$ cat config.mk
export PLATFORM = sky130hd
export DESIGN_NAME = lfsr_rr_sched
export DESIGN_NICKNAME = d
export VERILOG_FILES = /design/src/rtl/lfsr_rr_sched.sv
export SDC_FILE = /design/constraint.sdc
export NUM_CORES = 1
export LEC_CHECK = 0
export ABC_AREA = 1
export CAP_MARGIN = 30
export CORE_MARGIN = 8
export CORE_UTILIZATION = 47
export CTS_CLUSTER_DIAMETER = 40
export DETAILED_ROUTE_END_ITERATION = 10
export GPL_ROUTABILITY_DRIVEN = 0
export MAX_ROUTING_LAYER = met4
export PLACE_DENSITY = 0.72
export SYNTH_ARGS = -nofsm -noshare
export SYNTH_HDL_FRONTEND = slang
export SYNTH_SLANG_ARGS = --single-unit
$ cat constraint.sdc
create_clock -name clk -period 1.44 [get_ports clk]
set_clock_uncertainty 0.05 [all_clocks]
set_input_delay 0.288 -clock clk [delete_from_list [all_inputs] [get_ports clk]]
set_output_delay 0.288 -clock clk [all_outputs]
set_load 0.03 [all_outputs]
$ cat src/rtl/lfsr_rr_sched.sv
// Round-robin arbiter that shares one 16-bit Fibonacci LFSR among NUM_REQ requesters,
// stepping the LFSR STEPS_PER_WORD times per granted request and delivering the resulting word.
module lfsr_rr_sched #(
  parameter int unsigned NUM_REQ        = 4,
  parameter int unsigned STEPS_PER_WORD = 16,
  parameter logic [15:0] RST_SEED       = 16'h1001
) (
  input  logic               clk,
  input  logic               reset_n,
  input  logic [NUM_REQ-1:0] req,
  output logic [NUM_REQ-1:0] gnt,
  output logic               rnd_valid,
  output logic [15:0]        rnd_data,
  input  logic               seed_load,
  input  logic [15:0]        seed_val,
  output logic               busy
);

  localparam int unsigned LFSR_W = 16;
  localparam int unsigned CNT_W  = 8;
  localparam int unsigned IDX_W  = (NUM_REQ > 1) ? $clog2(NUM_REQ) : 1;

  localparam logic [CNT_W-1:0] CNT_LAST = CNT_W'(STEPS_PER_WORD - 1);
  localparam logic [IDX_W-1:0] LAST_RST = IDX_W'(NUM_REQ - 1);

  localparam logic [1:0] ST_IDLE = 2'd0;
  localparam logic [1:0] ST_STEP = 2'd1;
  localparam logic [1:0] ST_DONE = 2'd2;

  logic [1:0]        state_q, state_d;
  logic [LFSR_W-1:0] lfsr_q, lfsr_d;
  logic [CNT_W-1:0]  cnt_q, cnt_d;
  logic [IDX_W-1:0]  winner_q, winner_d;
  logic [IDX_W-1:0]  last_q, last_d;
  logic [NUM_REQ-1:0] gnt_q, gnt_d;
  logic              rnd_valid_q, rnd_valid_d;
  logic [LFSR_W-1:0] rnd_data_q, rnd_data_d;

  logic              rr_found_c;
  logic [IDX_W-1:0]  rr_idx_c;
  logic [LFSR_W-1:0] lfsr_shift_c;
  logic [LFSR_W-1:0] seed_safe_c;

  // x^16+x^14+x^13+x^11+1, shifting left with feedback into bit 0
  assign lfsr_shift_c = {lfsr_q[14:0], lfsr_q[15] ^ lfsr_q[13] ^ lfsr_q[12] ^ lfsr_q[10]};

  // A zero seed would lock the LFSR, so it is replaced by the reset seed
  assign seed_safe_c = (seed_val == '0) ? RST_SEED : seed_val;

  // Round-robin search starting just after the last served requester
  always_comb begin
    rr_found_c = 1'b0;
    rr_idx_c   = '0;
    for (int unsigned i = 1; i <= NUM_REQ; i++) begin
      if (!rr_found_c && req[IDX_W'((32'(last_q) + i) % NUM_REQ)]) begin
        rr_found_c = 1'b1;
        rr_idx_c   = IDX_W'((32'(last_q) + i) % NUM_REQ);
      end
    end
  end

  // Next-state and registered-output logic
  always_comb begin
    state_d     = state_q;
    lfsr_d      = lfsr_q;
    cnt_d       = cnt_q;
    winner_d    = winner_q;
    last_d      = last_q;
    gnt_d       = '0;
    rnd_valid_d = 1'b0;
    rnd_data_d  = rnd_data_q;

    case (state_q)
      ST_IDLE: begin
        if (seed_load) begin
          lfsr_d = seed_safe_c;
        end else if (rr_found_c) begin
          winner_d = rr_idx_c;
          cnt_d    = '0;
          state_d  = ST_STEP;
        end
      end

      ST_STEP: begin
        lfsr_d = lfsr_shift_c;
        cnt_d  = cnt_q + CNT_W'(1);
        // A dropped request abandons the word but keeps the shifts already taken
        if (!req[winner_q]) begin
          state_d = ST_IDLE;
        end else if (cnt_q == CNT_LAST) begin
          rnd_data_d       = lfsr_shift_c;
          gnt_d[winner_q]  = 1'b1;
          rnd_valid_d      = 1'b1;
          last_d           = winner_q;
          state_d          = ST_DONE;
        end
      end

      ST_DONE: begin
        state_d = ST_IDLE;
      end

      default: begin
        state_d = ST_IDLE;
      end
    endcase
  end

  always_ff @(posedge clk or negedge reset_n) begin
    if (!reset_n) begin
      state_q     <= ST_IDLE;
      lfsr_q      <= RST_SEED;
      cnt_q       <= '0;
      winner_q    <= '0;
      last_q      <= LAST_RST;
      gnt_q       <= '0;
      rnd_valid_q <= 1'b0;
      rnd_data_q  <= '0;
    end else begin
      state_q     <= state_d;
      lfsr_q      <= lfsr_d;
      cnt_q       <= cnt_d;
      winner_q    <= winner_d;
      last_q      <= last_d;
      gnt_q       <= gnt_d;
      rnd_valid_q <= rnd_valid_d;
      rnd_data_q  <= rnd_data_d;
    end
  end

  assign gnt       = gnt_q;
  assign rnd_valid = rnd_valid_q;
  assign rnd_data  = rnd_data_q;
  assign busy      = (state_q != ST_IDLE);

endmodule

==> flow_summary.ini, run 1 <==
[status]
status = finished, violations left
violations = setup timing

[die]
ios = 45
dieArea_mm2 = 0.00808
fp-row-count = 27
start_util_pct = 47.8
die_w_um = 89.9
coreArea_mm2 = 0.00537
die_h_um = 89.9

[timing]
setup_viol = 34
relSlewSlack_pct = 76.7
timing.fmax_mhz = 583
final-hold-violation-count = 0
maxSlewViolCount = 0
fin_tns_setup_ps = -5080
fin_crit_ps = 1720
fin_crit_sh_pct = 119
rsz0062_at_grt = true
fin_ws_ps = -275
hold_slack_ps = 436
tightest_slew_ps = 352

[route]
drt_iter0_drc = 111
wl_per_cell_um = 15.0
drt_first_pass_iters = 4
wl_um = 7270
via_count = 2550
postRouteAntennaNets = 0
via_per_inst = 5.25
drc = 0

[setup_path]
rrSetupSlack_ps = -280
rr_startpoint = last_q[0]
crit_type = reg -> reg
crit_end = cnt_q[7]
r2r_cells = 9
r2r_end = cnt_q[7]
crit_path_end_kind = register
required_ps = 1640
critPathMaxFanout = 7
arrival_ps = 1920
critPathLaunchType = register
startpoint = last_q[0]

[clocking]
cts_buffer_depth = 2
htree_num_levels = 2
clkTransAtPathRegs_ps = 100
cts-root-buf = clkbuf_8
cts_tree = yes
cts_buffers = 5
clock-sinks = 51
worstSkewPairLatency_ps = 310

[placed_design]
placedCellCount = 456
dp_slack_ps = -459
portBuffers = 44
placed_area_mm2 = 0.00339
dp.final_hpwl_um = 4640

[pwr]
total_leakage_power_nw = 2.05
vdd_drop_max_mv = 0.819
p_per_area_mw_per_mm2 = 1350

[synth]
synth.avg_cell_area_um2 = 8.27
synth_fp_nets = 334
yosysUniqueCellTypes = 34
syn_area_mm2 = 0.00256
synthCells = 310
yosysWarnings = 0
ys_seq_elements = 51
seq_area_frac_synth_pct = 50.0

[layout]
diodes = 0
layout_commonest_cell = nand2_1
fin_nets = 437
stdcell_count = 486
mostFrequentLayoutCells = 81 x nand2_1, 46 x dfrtp_1, 45 x buf_4
area_growth_pct = 53.5
final_area_mm2 = 0.00394
drive_above_1_share_pct = 34.8

[grt]
overflow = 0
grt_pass1_vias = 2635
antenna_found_initial = 0
grt_pass1_wl_um = 12000
track_usage_pct = 17.9
grt_max_degree = 52

[run]
drv_cap = 0

[min_path]
hp-class = reg -> reg
report_power, final:
group	switching [mW]	total, mW	internal (mW)	leakage, nW
clock network	0.481	0.921	0.440	0.0515
registers	0.312	2.09	1.77	0.664
logic	1.25	2.31	1.06	1.33
total	2.05	5.32	3.27	2.05
layout make-up:
| cell class | count | area, µm² |
|---|---|---|
| fillers | 394 | 1430 |
| multi-input cells | 219 | 1340 |
| flip-flops and latches | 51 | 1280 |
| repair buffers | 104 | 1000 |
| inverters | 32 | 123 |
| clock buffers | 8 | 100 |
| well taps | 72 | 90.1 |
synth_stat cells:
library cell	count	area [µm²]
clkbuf_2	1	5.00
buf_6	2	22.5
nand2_4	1	11.3
o21ai_1	1	5.00
xor2_1	1	8.76
nand3_1	20	100
inv_1	28	105
or2_2	2	12.5
dfstp_2	4	105
inv_2	4	15.0
dfrtp_1	47	1180
nand4_4	1	21.3
nand3b_1	2	15.0
clkbuf_1	3	11.3
a21oi_1	5	25.0
nand2_2	4	25.0
nand3_2	3	30.0
nor2_8	1	20.0
nor2_2	4	25.0
nor4_1	3	18.8
nor2_1	11	41.3
nor2_4	1	11.3
buf_2	2	10.0
nand4_1	9	56.3
o21ai_0	21	105
o221ai_1	4	35.0
a22oi_1	7	52.6
o21a_1	4	30.0
nand2_1	106	398
ha_1	1	12.5
xnor2_1	2	17.5
buf_4	1	7.51
o21bai_1	1	7.51
o211ai_1	3	22.5
what timing repair did:
action,4_1_cts,5_1_grt
setup buffers,10,8
cloned,3,0
gates resized for setup,70,47
hold buffers,1,0
pin swaps,23,15
endpoints found under the hold margin,47,0
endpoints found under the setup margin,56,47
critical path, cell delays in order (launching register included):
cell	delay, ps
dfstp_2	610
buf_12	140
nand2_1	70
nand3_2	90
nand2_2	80
nor2_4	140
nand4_1	180
nand3_4	170
nand2_1	70
nand2_1	60
how the worst min path moves through the flow:
stage / start / endpoint / cells past startpoint
after global placement: reset_n / lfsr_q[15] / 2
after floorplan: reset_n / cnt_q[0] / 0
after global routing: reset_n / lfsr_q[10] / 3
after CTS: cnt_q[4] / cnt_q[4] / 2
final: rnd_data[3] / rnd_data[3] / 2
after detailed placement: reset_n / lfsr_q[15] / 2
state kept, by name, summed over array words and instances (netlist names):
name	count
last_q	2
state_q	2
winner_q	2
gnt	4
rnd_data	16
cnt_q	8
rnd_valid	1
lfsr_q	16
stage by stage:
step	util, %	power, mW
floorplan	-	3.11
global placement	63.1	3.82
detailed placement	63.1	3.86
CTS	69.8	4.99
global route	73.3	5.62
finish	73.3	5.32
layer usage:
metal | track usage [%] | wire length, µm
met1 | 20.7 | 3100
met2 | 31.5 | 3820
met3 | 2.91 | 246
met4 | 4.72 | 102
met5 | - | 0
logic make-up after synthesis:
family          after synthesis  synth area share [%]
compound gates               46                  11.0
xor+xnor                      3                  1.02
fa+ha+maj                     1                 0.488
buf+inv                      41                  6.88
flops                        51                  50.0
simple gates                168                  30.6
No activity file was read; power rests on OpenSTA's default activity.
==> run 2, diff against run 1 <==
--- a/config.mk
+++ b/config.mk
@@ -14,6 +14,7 @@
 export GPL_ROUTABILITY_DRIVEN = 0
 export MAX_ROUTING_LAYER = met4
 export PLACE_DENSITY = 0.72
+export SLEW_MARGIN = 20
 export SYNTH_ARGS = -nofsm -noshare
 export SYNTH_HDL_FRONTEND = slang
 export SYNTH_SLANG_ARGS = --single-unit
==> results of run 2 <==
Final layout, timing and power as in run 1 (identical DEF).
